$ cat src/rtl/axi_arb_pkg.sv
// Shared types and constants for the write-path arbiter: FSM states, slave
// indices, the slave address map and the owner tags used for ID extension.
package axi_arb_pkg;

  typedef enum logic [1:0] {
    IDLE = 2'd0,
    AW   = 2'd1,
    W    = 2'd2,
    B    = 2'd3
  } state_t;

  localparam int S0 = 0;
  localparam int S1 = 1;
  localparam int S2 = 2;
  localparam int S3 = 3;
  localparam int S4 = 4;
  localparam int S5 = 5;
  localparam int SD = 6;

  // Each region is aligned to its size, so a hit is (addr & ~mask) == base
  localparam logic [31:0] S0_BASE = 32'h0000_0000;
  localparam logic [31:0] S0_MASK = 32'h0000_3FFF;
  localparam logic [31:0] S1_BASE = 32'h0001_0000;
  localparam logic [31:0] S1_MASK = 32'h0000_FFFF;
  localparam logic [31:0] S2_BASE = 32'h0002_0000;
  localparam logic [31:0] S2_MASK = 32'h0000_FFFF;
  localparam logic [31:0] S3_BASE = 32'h1000_0000;
  localparam logic [31:0] S3_MASK = 32'h0000_03FF;
  localparam logic [31:0] S4_BASE = 32'h1001_0000;
  localparam logic [31:0] S4_MASK = 32'h0000_03FF;
  localparam logic [31:0] S5_BASE = 32'h2000_0000;
  localparam logic [31:0] S5_MASK = 32'h001F_FFFF;

  localparam logic [1:0] TAG_IDLE = 2'b00;
  localparam logic [1:0] TAG_M1   = 2'b10;
  localparam logic [1:0] TAG_M2   = 2'b11;

  function automatic logic in_region(input logic [31:0] addr,
                                     input logic [31:0] base,
                                     input logic [31:0] mask);
    return (addr & ~mask) == base;
  endfunction

endpackage

$ cat src/rtl/wr_addr_decoder.sv
// Combinational AWADDR to one-hot slave select; unmapped addresses fall
// through to the default slave SD.
module wr_addr_decoder
  import axi_arb_pkg::*;
#(
  parameter int NS = 7
) (
  input  logic [31:0]   addr,
  output logic [NS-1:0] sel
);

  always_comb begin
    sel = '0;
    if      (in_region(addr, S0_BASE, S0_MASK)) sel[S0] = 1'b1;
    else if (in_region(addr, S1_BASE, S1_MASK)) sel[S1] = 1'b1;
    else if (in_region(addr, S2_BASE, S2_MASK)) sel[S2] = 1'b1;
    else if (in_region(addr, S3_BASE, S3_MASK)) sel[S3] = 1'b1;
    else if (in_region(addr, S4_BASE, S4_MASK)) sel[S4] = 1'b1;
    else if (in_region(addr, S5_BASE, S5_MASK)) sel[S5] = 1'b1;
    else                                        sel[SD] = 1'b1;
  end

endmodule

$ cat src/rtl/write_arbiter.sv
// AXI write-path arbiter: round-robin grant between two masters, one complete
// AW/W/B write in flight, with all handshakes gated to the owning pair.
module write_arbiter
  import axi_arb_pkg::*;
#(
  parameter int NM = 2,
  parameter int NS = 7
) (
  input  logic             clk,
  input  logic             rst,
  input  logic [NM-1:0]    m_awvalid,
  input  logic [NM*32-1:0] m_awaddr,
  input  logic [NM*4-1:0]  m_awlen,
  output logic [NM-1:0]    m_awready,
  input  logic [NM-1:0]    m_wvalid,
  input  logic [NM-1:0]    m_wlast,
  output logic [NM-1:0]    m_wready,
  output logic [NM-1:0]    m_bvalid,
  input  logic [NM-1:0]    m_bready,
  output logic [NS-1:0]    s_awvalid,
  output logic [NS-1:0]    s_wvalid,
  output logic [NS-1:0]    s_bready,
  input  logic [NS-1:0]    s_awready,
  input  logic [NS-1:0]    s_wready,
  input  logic [NS-1:0]    s_bvalid,
  output logic [NM-1:0]    grant,
  output logic [NS-1:0]    slave_sel,
  output logic [1:0]       master_tag,
  output logic             busy,
  output logic             len_err
);

  state_t        state, state_d;
  logic [NM-1:0] grant_d;
  logic [NS-1:0] sel_d;
  logic          rr_ptr, rr_d;
  logic [3:0]    awlen_q, awlen_d;
  logic [3:0]    beat, beat_d;
  logic          len_err_d;

  logic          win;
  logic [31:0]   win_addr;
  logic [3:0]    win_len;
  logic [NS-1:0] win_sel;
  logic          aw_hs, w_hs, b_hs, wlast_g;

  // With both masters requesting the pointer decides; otherwise the lone requester wins
  assign win      = (&m_awvalid) ? rr_ptr : m_awvalid[1];
  assign win_addr = win ? m_awaddr[32 +: 32] : m_awaddr[0 +: 32];
  assign win_len  = win ? m_awlen[4 +: 4]    : m_awlen[0 +: 4];

  wr_addr_decoder #(.NS(NS)) u_decoder (
    .addr (win_addr),
    .sel  (win_sel)
  );

  assign busy       = (state != IDLE);
  assign master_tag = grant[0] ? TAG_M1 : (grant[1] ? TAG_M2 : TAG_IDLE);

  assign s_awvalid = (state == AW && |(m_awvalid & grant))  ? slave_sel : '0;
  assign m_awready = (state == AW && |(s_awready & slave_sel)) ? grant  : '0;
  assign s_wvalid  = (state == W  && |(m_wvalid  & grant))  ? slave_sel : '0;
  assign m_wready  = (state == W  && |(s_wready  & slave_sel)) ? grant  : '0;
  assign m_bvalid  = (state == B  && |(s_bvalid  & slave_sel)) ? grant  : '0;
  assign s_bready  = (state == B  && |(m_bready  & grant))  ? slave_sel : '0;

  assign aw_hs   = |(m_awvalid & m_awready);
  assign w_hs    = |(m_wvalid & m_wready);
  assign b_hs    = |(m_bvalid & m_bready);
  assign wlast_g = |(m_wlast & grant);

  always_comb begin
    state_d   = state;
    grant_d   = grant;
    sel_d     = slave_sel;
    rr_d      = rr_ptr;
    awlen_d   = awlen_q;
    beat_d    = beat;
    len_err_d = 1'b0;
    case (state)
      IDLE: begin
        if (|m_awvalid) begin
          grant_d      = '0;
          grant_d[win] = 1'b1;
          sel_d        = win_sel;
          awlen_d      = win_len;
          state_d      = AW;
        end
      end
      AW: begin
        if (aw_hs) begin
          beat_d  = 4'd0;
          state_d = W;
        end
      end
      W: begin
        // A mismatch is flagged but only WLAST ever closes the burst
        if (w_hs) begin
          beat_d    = beat + 4'd1;
          len_err_d = (wlast_g != (beat == awlen_q));
          if (wlast_g) state_d = B;
        end
      end
      B: begin
        if (b_hs) begin
          grant_d = '0;
          sel_d   = '0;
          rr_d    = ~grant[1];
          state_d = IDLE;
        end
      end
      default: state_d = IDLE;
    endcase
  end

  always_ff @(posedge clk or negedge rst) begin
    if (!rst) begin
      state     <= IDLE;
      grant     <= '0;
      slave_sel <= '0;
      rr_ptr    <= 1'b0;
      awlen_q   <= 4'd0;
      beat      <= 4'd0;
      len_err   <= 1'b0;
    end else begin
      state     <= state_d;
      grant     <= grant_d;
      slave_sel <= sel_d;
      rr_ptr    <= rr_d;
      awlen_q   <= awlen_d;
      beat      <= beat_d;
      len_err   <= len_err_d;
    end
  end

endmodule

$ cat config.mk
export PLATFORM = sky130hd
export DESIGN_NAME = write_arbiter
export DESIGN_NICKNAME = d
export VERILOG_FILES = /design/src/rtl/axi_arb_pkg.sv /design/src/rtl/wr_addr_decoder.sv /design/src/rtl/write_arbiter.sv
export SDC_FILE = /design/constraint.sdc
export NUM_CORES = 1
export LEC_CHECK = 0
export ABC_CLOCK_PERIOD_IN_PS = 2700
export CORE_ASPECT_RATIO = 0.7
export CORE_MARGIN = 8
export CORE_UTILIZATION = 46
export CTS_CLUSTER_DIAMETER = 40
export DETAILED_ROUTE_END_ITERATION = 10
export DONT_BUFFER_PORTS = 1
export GPL_ROUTABILITY_DRIVEN = 1
export GPL_TIMING_DRIVEN = 0
export SKIP_LAST_GASP = 1
export SYNTH_ARGS = -nofsm -noshare
export SYNTH_HDL_FRONTEND = slang
export SYNTH_HIERARCHICAL = 1
export SYNTH_SLANG_ARGS = --single-unit
$ cat constraint.sdc
create_clock -name clk -period 2.7 [get_ports clk]
set_input_delay 0.54 -clock clk [delete_from_list [all_inputs] [get_ports clk]]
set_output_delay 0.54 -clock clk [all_outputs]
set_load 0.01 [all_outputs]
; ---- Yosys cells after proc, flatten, opt, wreduce, memory -nomap -nowiden
; Index checks and enable logic that the tools add are counted.
[totals]
reg_bits = 21
inputBits = 103
word_cells = 106
[classes]
n_addsub = 1
magnitude_cmp = 2
eq_ne = 15
muxes = 41
bitwise_logic = 11
n_reduce_logical = 29
[op_table]
columns = operator, count
row1 = == test 22 x 19 -> 1 bit (second input constant), 2
row2 = two-way mux 7 bit, 5
row3 = logical NOT 32 bit, 1
row4 = two-way mux 32 bit, 1
row5 = two-way mux 2 bit, 12
row6 = bitwise AND 7 bit, 3
row7 = OR reduction 7 bit, 3
row8 = == test 16 x 1 -> 1 bit (second input constant), 1
row9 = == test 16 x 2 -> 1 bit (second input constant), 1
row10 = two-way mux 4 bit, 4
row11 = OR reduction 2 bit, 8
row12 = bitwise AND 2 bit, 7
row13 = one-hot mux 7 bit (2 select lines), 1
row14 = == test 11 x 9 -> 1 bit (second input constant), 1
row15 = two-way mux 1 bit, 11
row16 = != test 2 bit (second input constant), 5
row17 = one-hot mux 2 bit (4 select lines), 1
row18 = one-hot mux 4 bit (2 select lines), 1
row19 = logical AND 1 bit, 7
row20 = two-way mux 6 bit, 1
row21 = AND reduction 2 bit, 3
row22 = AND reduction 3 bit, 2
row23 = nonzero test 2 bit, 3
row24 = two-way mux 5 bit, 1
row25 = 13 further kinds, 14

; ---- Depth between registers and ports, before layout
; Gate-level depths: netlist of the first run.
[depth]
depth_word = 12
mapped_depth = 11
ltp_nobuf = 9

; ---- Cells and area by module
; Netlist of the first run, hierarchy kept.
[modules_own_cells]
columns = module, n_inst, cells_each, area_each_um2
row1 = write_arbiter, 1, 204, 1854.3
row2 = wr_addr_decoder, 1, 22, 161.4

; ---- Least setup slack after synthesis of the first run
; OpenSTA, ideal clock, no wires.
[synth_timing]
path_type = input port to flip-flop
start = input port m_awvalid[0]
end = register slave_sel[4]
arrival_time_ns = 2.467
required_time_ns = 2.617
slack_ns = 0.150
cell_stages = 11
cell_sequence = inv_1 -> o21ai_1 -> buf_2 -> buf_2 -> mux2_2 -> nor4_4 -> nand3b_2 -> nor3_2 -> and2_1 -> a22oi_1 -> o21ai_0
[synth_between]
elab_chain_len = 11
elab_cells_between_ends = 18
cone_classes = eq/ne: 5 / mux: 9 / reduce/logical: 4
[synth_rtl]
columns = element, line
row1 = from (decl), write_arbiter.sv:11  ; input logic [NM-1:0] m_awvalid,
row2 = AND reduction 2 bit *, write_arbiter.sv:48  ; assign win = (&m_awvalid) ? rr_ptr : m_awvalid[1];
row3 = two-way mux 1 bit *, write_arbiter.sv:48
row4 = two-way mux 32 bit *, write_arbiter.sv:49  ; assign win_addr = win ? m_awaddr[32 +: 32] : m_awaddr[0 +: 32];
row5 = net win_addr[29], write_arbiter.sv:42  ; logic [31:0] win_addr;
row6 = == test 22 x 19 -> 1 bit, axi_arb_pkg.sv:41  ; return (addr & ~mask) == base;
row7 = two-way mux 1 bit, wr_addr_decoder.sv:18  ; else if (in_region(addr, S4_BASE, S4_MASK)) sel[S4] = 1'b1;
row8 = two-way mux 3 bit, wr_addr_decoder.sv:17  ; else if (in_region(addr, S3_BASE, S3_MASK)) sel[S3] = 1'b1;
row9 = two-way mux 4 bit, wr_addr_decoder.sv:16  ; else if (in_region(addr, S2_BASE, S2_MASK)) sel[S2] = 1'b1;
row10 = two-way mux 5 bit, wr_addr_decoder.sv:15  ; else if (in_region(addr, S1_BASE, S1_MASK)) sel[S1] = 1'b1;
row11 = two-way mux 6 bit *, wr_addr_decoder.sv:14  ; if (in_region(addr, S0_BASE, S0_MASK)) sel[S0] = 1'b1;
row12 = net win_sel[4], write_arbiter.sv:44  ; logic [NS-1:0] win_sel;
row13 = two-way mux 7 bit *, write_arbiter.sv:82  ; if (|m_awvalid) begin
row14 = one-hot mux 7 bit (2 select lines) *, write_arbiter.sv:80  ; case (state)
row15 = to (signal assigned), write_arbiter.sv:128  ; slave_sel <= sel_d;
row16 = to (decl), write_arbiter.sv:27  ; output logic [NS-1:0] slave_sel,
; The timed path passes the listed nets; every way through them passes the cells marked *. The select of a mux whose other input is x is not followed.
; A chain may end at the register's enable or synchronous reset.

; ---- Worst setup path after layout of the first run
[layout_timing]
start = register rr_ptr
end = register slave_sel[1]
[layout_between]
elab_chain_len = 7
elab_cells_between_ends = 8
cone_classes = eq/ne: 1 / mux: 6 / reduce/logical: 1
[layout_rtl]
columns = element, line
row1 = from (decl), write_arbiter.sv:36  ; logic rr_ptr, rr_d;
row2 = from (signal assigned), write_arbiter.sv:129  ; rr_ptr <= rr_d;
row3 = two-way mux 1 bit *, write_arbiter.sv:48
row4 = two-way mux 32 bit *, write_arbiter.sv:49
row5 = net win_addr[27], write_arbiter.sv:42
row6 = == test 16 x 1 -> 1 bit, axi_arb_pkg.sv:41
row7 = two-way mux 1 bit, wr_addr_decoder.sv:15
row8 = two-way mux 6 bit *, wr_addr_decoder.sv:14
row9 = net win_sel[1], write_arbiter.sv:44
row10 = two-way mux 7 bit *, write_arbiter.sv:82
row11 = one-hot mux 7 bit (2 select lines) *, write_arbiter.sv:80
; Marked as above.

==> results of run 1 <==
worst min-delay path by stage:
stage | from | endpoint | slack [ns]
6_report | m_awlen[6] | awlen_q[2] | 0.48
2_1_floorplan | rst | awlen_q[0] | 0.24
5_1_grt | m_awlen[4] | awlen_q[0] | 0.49
3_5_place_dp | rst | state[1] | 0.25
3_3_place_gp | rst | state[1] | 0.25
4_1_cts | m_awlen[4] | awlen_q[0] | 0.48
where the power goes:
group	switching (mW)	leakage, nW	internal, mW	total [mW]
Combinational	0.539	0.543	0.358	0.897
Clock	0.105	0.0255	0.103	0.208
Sequential	0.112	0.272	0.411	0.522
through the flow:
stage                     instance area [um^2]  power (mW)  worst slack [ns]  TNS [ns]
after floorplan                           1900        1.20             0.266         0
after global placement                    1970        1.37            -0.131    -0.396
after detailed placement                  1970        1.41            -0.143    -0.508
after CTS                                 2020        1.64           0.00271         0
after global routing                      2040        1.77          -0.00922   -0.0134
final                                     2040        1.63             0.176         0
routing by layer:
layer / wire length [um] / vias up
met5: 0 / -
met1: 2430 / 789
met4: 7 / 0
met3: 627 / 3
met2: 2820 / 98
li1: - / 803
area by class of cell:
cell class	instances	area (um^2)
buffer	10	56.3
clock buffer	3	41.3
clock inverter	1	5.00
fill	359	1900
inverter	4	15.0
multi-input combinational	181	1320
sequential	21	526
tap	52	65.1
timing repair buffer	1	10.0
critical path, stage by stage (launching register included):
cell and delay [ns]:
sky130_fd_sc_hd__dfrtp_1 0.40, sky130_fd_sc_hd__o21ai_2 0.20, sky130_fd_sc_hd__buf_2 0.17, sky130_fd_sc_hd__clkbuf_4 0.23, sky130_fd_sc_hd__mux2_2 0.36, sky130_fd_sc_hd__nor4_2 0.24, sky130_fd_sc_hd__nand3_2 0.19, sky130_fd_sc_hd__nor2_2 0.15
sky130_fd_sc_hd__and4b_1 0.24, sky130_fd_sc_hd__a22oi_1 0.08, sky130_fd_sc_hd__o21ai_0 0.18
repair_timing:
item                                    4_1_cts  5_1_grt
buffers inserted                              0        0
endpoints found under the hold margin        21        0
hold buffers                                  1        0
endpoints found under the setup margin        0        6
gates resized for setup                       0        6
state kept, by name, indices dropped and copies added (netlist names):
| name | flops |
|---|---|
| len_err | 1 |
| rr_ptr | 1 |
| beat | 4 |
| awlen_q | 4 |
| state | 2 |
| slave_sel | 7 |
| grant | 2 |
==> impl_metrics.prom, run 1 <==
# TYPE chip_impl_metric gauge
chip_impl_metric{name="effective_utilization_at_floorplan",unit="%"} 48.2
chip_impl_metric{name="globalRouteOverflowTotal",unit=""} 0
chip_impl_metric{name="ios",unit=""} 143
chip_impl_metric{name="grt_use_met2",unit="%"} 29.4
chip_impl_metric{name="count_of_non_filler_cells_in_the_finished_layout",unit=""} 273
chip_impl_metric{name="wl_per_cell",unit="um"} 21.5
chip_impl_metric{name="fp.dieW",unit="um"} 92.9
chip_impl_metric{name="power_per_cell_area",unit="nW/um^2"} 797
chip_impl_metric{name="detailed_place_hpwl",unit="mm"} 4.76
chip_impl_metric{name="routabilityCongestion",unit=""} 0.829
chip_impl_metric{name="report.final.slew_viol_count",unit=""} 0
chip_impl_metric{name="fin_hold_ws",unit="ns"} 0.479
chip_impl_metric{name="setup_viol",unit=""} 0
chip_impl_metric{name="port-buffer-count",unit=""} 0
chip_impl_info{name="setup_repair_after_global_routing_missed_its_margin",value="yes"} 1
chip_impl_metric{name="placed_cells",unit=""} 268
chip_impl_metric{name="clockBufferDepth",unit=""} 2
chip_impl_metric{name="die_area",unit="um^2"} 6480
chip_impl_metric{name="layout_worst_path_cycle_share",unit="%"} 93.5
chip_impl_metric{name="rr_worst_depth",unit=""} 10
chip_impl_info{name="worst_r2r_endpoint",value="slave_sel[1]"} 1
chip_impl_metric{name="overall_fraction_of_global_route_tracks_in_use",unit="%"} 17.2
chip_impl_metric{name="numClockSinks",unit=""} 21
chip_impl_info{name="most-common-layout-cells",value="sky130_fd_sc_hd__and2_1, sky130_fd_sc_hd__mux2_2, sky130_fd_sc_hd__nand2_1, sky130_fd_sc_hd__dfrtp_1, sky130_fd_sc_hd__a22oi_1"} 1
chip_impl_metric{name="antenna_violating_nets_post_route",unit=""} 0
chip_impl_metric{name="drive_gt1_share",unit="%"} 22.6
chip_impl_metric{name="post-route-util",unit="%"} 51.7
chip_impl_info{name="start_kind",value="flip-flop"} 1
chip_impl_metric{name="dr.first_iter.drc_count",unit=""} 107
chip_impl_metric{name="met3_usage",unit="%"} 5.95
chip_impl_info{name="grt-busiest-layer",value="met2"} 1
chip_impl_metric{name="min_period",unit="ns"} 2.52
chip_impl_metric{name="maxSlewHeadroom",unit="%"} 37.0
chip_impl_metric{name="worst_slew_pin_slew",unit="ns"} 0.941
chip_impl_metric{name="detailedRoute.firstPassIterationCount",unit=""} 5
chip_impl_metric{name="grt_max_degree",unit=""} 22
chip_impl_metric{name="die_h",unit="um"} 69.8
chip_impl_metric{name="grtUsageMet1",unit="%"} 20.6
chip_impl_metric{name="finish.net_count",unit=""} 330
chip_impl_info{name="setup.worst_path.class",value="reg2reg"} 1
chip_impl_metric{name="reg2reg_setup_slack",unit="ns"} 0.18
chip_impl_metric{name="synth_nets",unit=""} 324
chip_impl_metric{name="remaining_drc_errors",unit=""} 0
chip_impl_metric{name="layout_overhead_on_the_synthesized_area",unit="%"} 7.30
chip_impl_metric{name="grt_pass1_wl",unit="mm"} 9.16
chip_impl_info{name="worstSetupEndpoint",value="slave_sel[1]"} 1
chip_impl_metric{name="worst_clk_skew",unit="ns"} 0.00476
chip_impl_info{name="outcome",value="complete, no violations"} 1
chip_impl_metric{name="htree_num_levels",unit=""} 1
chip_impl_metric{name="via_count",unit=""} 1693
chip_impl_info{name="crit_start",value="rr_ptr"} 1
chip_impl_metric{name="insertion_delay",unit="ns"} 0.26
chip_impl_metric{name="critPathRequiredTime",unit="ns"} 2.88
chip_impl_metric{name="antenna-diode-count",unit=""} 0
chip_impl_metric{name="fp-row-count",unit=""} 19
chip_impl_metric{name="cts_buf_count",unit=""} 3
chip_impl_metric{name="crit_fanout",unit=""} 10
chip_impl_metric{name="core_area",unit="um^2"} 3950
chip_impl_info{name="worst_setup_path_end_kind",value="flip-flop"} 1
chip_impl_metric{name="fmax",unit="GHz"} 0.396
chip_impl_metric{name="leakagePower",unit="nW"} 0.840
chip_impl_metric{name="initial_antenna_violation_count",unit=""} 0
chip_impl_metric{name="worst-endpoint-arrival",unit="ns"} 2.71
chip_impl_info{name="cts.root.buffer_cell",value="sky130_fd_sc_hd__clkbuf_8"} 1
chip_impl_metric{name="ir_worst_vdd",unit="V"} 0.000369
chip_impl_metric{name="maxCapViolations",unit=""} 0
chip_impl_metric{name="syn_area_per_cell",unit="um^2"} 8.81
chip_impl_metric{name="finalWirelength",unit="mm"} 5.88
chip_impl_metric{name="netlist_area_before_placement",unit="um^2"} 1900
chip_impl_metric{name="vias_per_cell",unit=""} 6.20
chip_impl_metric{name="number_of_global_route_vias_before_repair",unit=""} 1764
chip_impl_metric{name="hold-path-cell-count",unit=""} 2
chip_impl_metric{name="yosys_warnings",unit=""} 6
chip_impl_metric{name="synthCells",unit=""} 216
chip_impl_metric{name="cts.clk_slew.worst_paths",unit="ns"} 0.08
chip_impl_info{name="holdCritPathClass",value="in2reg"} 1
chip_impl_info{name="crit-reg2reg-launch",value="rr_ptr"} 1
chip_impl_info{name="cts_tree",value="done"} 1
chip_impl_metric{name="hold_viol",unit=""} 0
(Power assumes the default switching activity.)
==> run 2: changes to the inputs <==
Settings changed: SKIP_CTS_REPAIR_TIMING set to 1.
==> impl_metrics.prom, run 2 (synthesis results as in run 1) <==
# TYPE chip_impl_metric gauge
chip_impl_metric{name="power_per_cell_area",unit="nW/um^2"} 793
chip_impl_metric{name="wl_per_cell",unit="um"} 21.7
chip_impl_metric{name="critPathRequiredTime",unit="ns"} 2.88
chip_impl_info{name="setup_repair_after_global_routing_missed_its_margin",value="yes"} 1
chip_impl_metric{name="seq_area",unit="um^2"} 526
chip_impl_metric{name="port-buffer-count",unit=""} 0
chip_impl_metric{name="fin_hold_ws",unit="ns"} 0.0752
chip_impl_metric{name="grt_pass1_wl",unit="mm"} 9.15
chip_impl_metric{name="number_of_global_route_vias_before_repair",unit=""} 1758
chip_impl_metric{name="largest_reg_flops",unit=""} 7
chip_impl_metric{name="multi_input_comb_area",unit="um^2"} 1320
chip_impl_metric{name="finalWirelength",unit="mm"} 5.93
chip_impl_metric{name="globalRouteOverflowTotal",unit=""} 0
chip_impl_metric{name="hold_viol",unit=""} 0
chip_impl_metric{name="worst_clk_skew",unit="ns"} 0.00455
chip_impl_info{name="most-common-layout-cells",value="sky130_fd_sc_hd__and2_1, sky130_fd_sc_hd__mux2_2, sky130_fd_sc_hd__nand2_1, sky130_fd_sc_hd__dfrtp_1, sky130_fd_sc_hd__a22oi_1"} 1
chip_impl_metric{name="grt_max_degree",unit=""} 22
chip_impl_info{name="biggestRegsByFlops",value="slave_sel: 7 flops, awlen_q: 4 flops, beat: 4 flops"} 1
chip_impl_info{name="worst_r2r_endpoint",value="slave_sel[1]"} 1
chip_impl_metric{name="dpl_worst_slack",unit="ns"} -0.143
chip_impl_metric{name="detailed_place_hpwl",unit="mm"} 4.76
chip_impl_metric{name="postLayoutSetupSlackWorst",unit="ns"} 0.185
chip_impl_metric{name="ir_worst_vdd",unit="V"} 0.000367
chip_impl_metric{name="ios",unit=""} 143
chip_impl_metric{name="leakagePower",unit="nW"} 0.845
chip_impl_info{name="outcome",value="complete, no violations"} 1
chip_impl_metric{name="overall_fraction_of_global_route_tracks_in_use",unit="%"} 17.1
chip_impl_metric{name="report.final.slew_viol_count",unit=""} 0
chip_impl_info{name="cts_tree",value="done"} 1
chip_impl_metric{name="layout_overhead_on_the_synthesized_area",unit="%"} 7.82
chip_impl_metric{name="min_period",unit="ns"} 2.51
chip_impl_metric{name="routabilityCongestion",unit=""} 0.829
chip_impl_info{name="cts.root.buffer_cell",value="sky130_fd_sc_hd__clkbuf_8"} 1
chip_impl_info{name="top_register",value="slave_sel"} 1
chip_impl_info{name="holdCritPathClass",value="in2async"} 1
chip_impl_metric{name="htree_num_levels",unit=""} 1
chip_impl_metric{name="worst_slew_pin_slew",unit="ns"} 0.579
chip_impl_metric{name="cts.clk_slew.worst_paths",unit="ns"} 0.08
chip_impl_metric{name="antenna-diode-count",unit=""} 0
chip_impl_metric{name="maxSlewHeadroom",unit="%"} 61.1
chip_impl_metric{name="rr_worst_depth",unit=""} 10
chip_impl_info{name="crit-reg2reg-launch",value="rr_ptr"} 1
chip_impl_metric{name="postLayoutCellArea",unit="um^2"} 2050
chip_impl_metric{name="via_count",unit=""} 1696
chip_impl_metric{name="crit_fanout",unit=""} 10
chip_impl_metric{name="detailedRoute.firstPassIterationCount",unit=""} 4
chip_impl_metric{name="finish.net_count",unit=""} 330
chip_impl_metric{name="antenna_violating_nets_post_route",unit=""} 0
chip_impl_metric{name="vias_per_cell",unit=""} 6.21
chip_impl_metric{name="die_area",unit="um^2"} 6480
chip_impl_metric{name="die_h",unit="um"} 69.8
chip_impl_metric{name="fillers",unit=""} 360
chip_impl_metric{name="numClockSinks",unit=""} 21
chip_impl_metric{name="tns",unit="ns"} 0
chip_impl_metric{name="layout_worst_path_cycle_share",unit="%"} 93.1
chip_impl_metric{name="fmax",unit="GHz"} 0.398
chip_impl_metric{name="dr.first_iter.drc_count",unit=""} 115
chip_impl_metric{name="remaining_drc_errors",unit=""} 0
chip_impl_metric{name="total_power",unit="mW"} 1.63
chip_impl_metric{name="worst-endpoint-arrival",unit="ns"} 2.70
chip_impl_metric{name="insertion_delay",unit="ns"} 0.26
chip_impl_info{name="start_kind",value="flip-flop"} 1
chip_impl_metric{name="effective_utilization_at_floorplan",unit="%"} 48.2
chip_impl_metric{name="setup_viol",unit=""} 0
chip_impl_info{name="setup.worst_path.class",value="reg2reg"} 1
chip_impl_metric{name="initial_antenna_violation_count",unit=""} 0
chip_impl_info{name="worst_setup_path_end_kind",value="flip-flop"} 1
chip_impl_metric{name="clockBufferDepth",unit=""} 2
chip_impl_metric{name="fp-row-count",unit=""} 19
chip_impl_metric{name="maxCapViolations",unit=""} 0
chip_impl_metric{name="reg2reg_setup_slack",unit="ns"} 0.19
chip_impl_metric{name="core_area",unit="um^2"} 3950
chip_impl_metric{name="drive_gt1_share",unit="%"} 23.1
chip_impl_metric{name="cts_buf_count",unit=""} 3
chip_impl_metric{name="postPlaceCellArea",unit="um^2"} 1970
chip_impl_metric{name="fp.dieW",unit="um"} 92.9
==> run 2: cell types whose count changed in the layout (fill, tap and decap cells not counted) <==
cell and delta:
sky130_fd_sc_hd__dlygate4sd3_1 -1, sky130_fd_sc_hd__buf_12 +1
==> run 2: how the worst max path moves through the flow <==
stage | slack (ns) | depth (start not counted) | from | end
after floorplan | 0.27 | 11 | m_awvalid[0] | slave_sel[4]
after global placement | -0.13 | 10 | m_awvalid[0] | slave_sel[3]
after detailed placement | -0.14 | 10 | m_awvalid[0] | slave_sel[3]
after CTS | 0.003 | 9 | rr_ptr | slave_sel[3]
after global routing | -0.009 | 9 | rr_ptr | slave_sel[0]
final | 0.19 | 10 | rr_ptr | slave_sel[1]
==> run 2: area by class of cell <==
type                            instances  share of cell area (%)
Clock buffer                            3                    2.01
Sequential cell                        21                    25.6
Inverter                                4                   0.732
Multi-Input combinational cell        181                    64.5
Tap cell                               52                    3.17
Clock inverter                          1                   0.244
Timing Repair Buffer                    1                   0.976
Buffer                                 10                    2.74
==> run 2: through the flow <==
stage	instances	utilization (%)
floorplan	216	-
global placement	268	49.9
detailed placement	268	49.9
CTS	272	51.0
global route	273	52.0
finish	273	52.0
==> run 2: worst max-delay path: stages (launching register included) <==
cell and delay, ns:
sky130_fd_sc_hd__dfrtp_1 0.40, sky130_fd_sc_hd__o21ai_2 0.20, sky130_fd_sc_hd__buf_2 0.17, sky130_fd_sc_hd__clkbuf_4 0.23
sky130_fd_sc_hd__mux2_2 0.36, sky130_fd_sc_hd__nor4_2 0.24, sky130_fd_sc_hd__nand3_2 0.19, sky130_fd_sc_hd__nor2_2 0.15
sky130_fd_sc_hd__and4b_1 0.24, sky130_fd_sc_hd__a22oi_1 0.08, sky130_fd_sc_hd__o21ai_0 0.17
==> run 2: where the power goes <==
group	switching [mW]	leakage (nW)	internal [mW]	total [mW]
clock network	0.105	0.0255	0.103	0.208
registers	0.112	0.272	0.411	0.523
logic	0.536	0.548	0.361	0.897
total	0.753	0.845	0.874	1.63
==> run 2: layer usage <==
metal  wire length (um)  GRT usage (%)
met4                  7           1.96
met5                  0              0
met1               2400           20.5
met2               2850           29.4
met3                663           5.95
==> run 3: changes to the inputs <==
Settings changed: CORE_UTILIZATION 46 to 64, PLACE_DENSITY set to 0.8.
==> impl_metrics.prom, run 3 (synthesis results as in run 1) <==
# TYPE chip_impl_metric gauge
chip_impl_info{name="cts_tree",value="done"} 1
chip_impl_metric{name="fmax",unit="GHz"} 0.395
chip_impl_metric{name="die_area",unit="um^2"} 5000
chip_impl_metric{name="effective_utilization_at_floorplan",unit="%"} 67.4
chip_impl_info{name="top_register",value="slave_sel"} 1
chip_impl_metric{name="maxCapViolations",unit=""} 0
chip_impl_metric{name="seq_area",unit="um^2"} 526
chip_impl_metric{name="setup_viol",unit=""} 0
chip_impl_metric{name="postLayoutCellArea",unit="um^2"} 2030
chip_impl_info{name="setup.worst_path.class",value="reg2reg"} 1
chip_impl_metric{name="layout_overhead_on_the_synthesized_area",unit="%"} 6.77
chip_impl_metric{name="largest_reg_flops",unit=""} 7
chip_impl_metric{name="hold_viol",unit=""} 0
chip_impl_info{name="biggestRegsByFlops",value="slave_sel: 7 flops, awlen_q: 4 flops, beat: 4 flops"} 1
chip_impl_metric{name="postPlaceCellArea",unit="um^2"} 1950
chip_impl_metric{name="grt_pass1_wl",unit="mm"} 9.04
chip_impl_metric{name="finalWirelength",unit="mm"} 5.92
chip_impl_metric{name="cts_buf_count",unit=""} 3
chip_impl_metric{name="insertion_delay",unit="ns"} 0.27
chip_impl_metric{name="ios",unit=""} 143
chip_impl_metric{name="fp.dieW",unit="um"} 81.2
chip_impl_metric{name="finish.net_count",unit=""} 330
chip_impl_metric{name="detailedRoute.firstPassIterationCount",unit=""} 4
chip_impl_metric{name="reg2reg_setup_slack",unit="ns"} 0.17
chip_impl_metric{name="die_h",unit="um"} 61.6
chip_impl_metric{name="layout_worst_path_cycle_share",unit="%"} 93.7
chip_impl_metric{name="maxSlewHeadroom",unit="%"} 58.3
chip_impl_metric{name="net-switching-power",unit="mW"} 0.768
chip_impl_metric{name="crit_fanout",unit=""} 10
chip_impl_info{name="most-common-layout-cells",value="sky130_fd_sc_hd__and2_1, sky130_fd_sc_hd__mux2_2, sky130_fd_sc_hd__nand2_1, sky130_fd_sc_hd__dfrtp_1, sky130_fd_sc_hd__a22oi_1"} 1
chip_impl_metric{name="total_power",unit="mW"} 1.64
chip_impl_metric{name="antenna-diode-count",unit=""} 0
chip_impl_metric{name="remaining_drc_errors",unit=""} 0
chip_impl_metric{name="leakagePower",unit="nW"} 0.845
chip_impl_metric{name="cts.clk_slew.worst_paths",unit="ns"} 0.08
chip_impl_metric{name="multi_input_comb_area",unit="um^2"} 1320
chip_impl_metric{name="power_per_cell_area",unit="nW/um^2"} 809
chip_impl_metric{name="power.combinational.fraction",unit="%"} 55.3
chip_impl_metric{name="wl_per_cell",unit="um"} 23.0
chip_impl_info{name="setup_repair_after_global_routing_missed_its_margin",value="no"} 1
chip_impl_metric{name="htree_num_levels",unit=""} 1
chip_impl_metric{name="min_period",unit="ns"} 2.53
chip_impl_info{name="start_kind",value="flip-flop"} 1
chip_impl_metric{name="ir_worst_vdd",unit="V"} 0.000443
chip_impl_metric{name="routabilityCongestion",unit=""} 0.835
chip_impl_info{name="outcome",value="complete, no violations"} 1
chip_impl_metric{name="fillers",unit=""} 217
chip_impl_metric{name="worst-endpoint-arrival",unit="ns"} 2.73
chip_impl_metric{name="fp-row-count",unit=""} 16
chip_impl_metric{name="dr.first_iter.drc_count",unit=""} 110
chip_impl_info{name="holdCritPathClass",value="in2async"} 1
chip_impl_metric{name="worst_slew_pin_slew",unit="ns"} 0.622
chip_impl_metric{name="p_int",unit="mW"} 0.877
chip_impl_metric{name="sequentialPowerShare",unit="%"} 31.8
chip_impl_info{name="worst_setup_path_end_kind",value="flip-flop"} 1
chip_impl_metric{name="antenna_violating_nets_post_route",unit=""} 0
chip_impl_metric{name="detailed_place_hpwl",unit="mm"} 4.79
chip_impl_metric{name="number_of_global_route_vias_before_repair",unit=""} 1834
chip_impl_info{name="cts.root.buffer_cell",value="sky130_fd_sc_hd__clkbuf_8"} 1
chip_impl_metric{name="vias_per_cell",unit=""} 6.81
chip_impl_metric{name="via_count",unit=""} 1749
chip_impl_metric{name="worst_clk_skew",unit="ns"} 0.0131
chip_impl_metric{name="port-buffer-count",unit=""} 0
chip_impl_metric{name="power.clock.fraction",unit="%"} 12.9
chip_impl_metric{name="grt_max_degree",unit=""} 22
chip_impl_metric{name="critPathRequiredTime",unit="ns"} 2.90
chip_impl_metric{name="globalRouteOverflowTotal",unit=""} 0
chip_impl_metric{name="sw_frac_of_total",unit="%"} 46.7
chip_impl_metric{name="report.final.slew_viol_count",unit=""} 0
chip_impl_metric{name="clockBufferDepth",unit=""} 2
chip_impl_metric{name="core_area",unit="um^2"} 2820
chip_impl_metric{name="drive_gt1_share",unit="%"} 23.1
chip_impl_metric{name="initial_antenna_violation_count",unit=""} 0
chip_impl_metric{name="numClockSinks",unit=""} 21
chip_impl_metric{name="overall_fraction_of_global_route_tracks_in_use",unit="%"} 23.3
==> run 3: path summary, 6_finish.rpt <==
kind / startpoint / to / depth (start not counted)
max: rr_ptr / slave_sel[4] / 10
min: rst / slave_sel[3] / 1
max reg2reg: rr_ptr / slave_sel[4] / 10
min reg2reg: awlen_q[3] / awlen_q[3] / 2
max in group asynchronous: rst / slave_sel[2] / 1
min in group clk: m_awlen[6] / awlen_q[2] / 2
==> run 3: critical path: stages (launching register included) <==
cell	delay, ns
sky130_fd_sc_hd__dfrtp_1	0.40
sky130_fd_sc_hd__o21ai_2	0.19
sky130_fd_sc_hd__buf_2	0.17
sky130_fd_sc_hd__clkbuf_4	0.21
sky130_fd_sc_hd__mux2_2	0.38
sky130_fd_sc_hd__nor4_4	0.36
sky130_fd_sc_hd__nand3b_2	0.17
sky130_fd_sc_hd__nor3_2	0.20
sky130_fd_sc_hd__and2_1	0.15
sky130_fd_sc_hd__a22oi_1	0.06
sky130_fd_sc_hd__o21ai_0	0.18
==> run 3: final cells by class <==
type | instances | area share (%)
Buffer | 10 | 2.77
Clock inverter | 1 | 0.246
Clock buffer | 3 | 2.03
Sequential cell | 21 | 25.9
Inverter | 4 | 0.739
Tap cell | 36 | 2.22
Multi-Input combinational cell | 181 | 65.1
Timing Repair Buffer | 1 | 0.985
==> run 3: layer usage <==
metal	up-vias	global-route usage, %	wire, um
met3	2	8.16	717
met2	115	42.8	2940
met5	-	0	0
li1	808	-	-
met1	824	25.9	2240
met4	0	3.80	19
==> run 3: metrics by stage <==
stage | hold WS, ns | utilization [%] | TNS (ns) | setup slack (ns) | instances
2_1_floorplan | 0.244 | - | 0 | 0.266 | 216
3_3_place_gp | 0.245 | 69.0 | -0.0956 | -0.0438 | 252
3_5_place_dp | 0.245 | 69.0 | -0.406 | -0.111 | 252
4_1_cts | -0.0509 | 70.7 | 0 | 0.0503 | 256
5_1_grt | 0.0583 | 72.0 | 0 | 0.000367 | 257
6_report | 0.0598 | 72.0 | 0 | 0.170 | 257
==> run 3: power by group through the flow <==
| stage | Combinational, mW | Clock [mW] | Sequential (mW) |
|---|---|---|---|
| after floorplan | 0.707 | 0 | 0.495 |
| after global placement | 0.831 | 0 | 0.519 |
| after detailed placement | 0.882 | 0 | 0.525 |
| after CTS | 0.887 | 0.216 | 0.519 |
| after global routing | 1.01 | 0.233 | 0.535 |
| final | 0.910 | 0.212 | 0.522 |
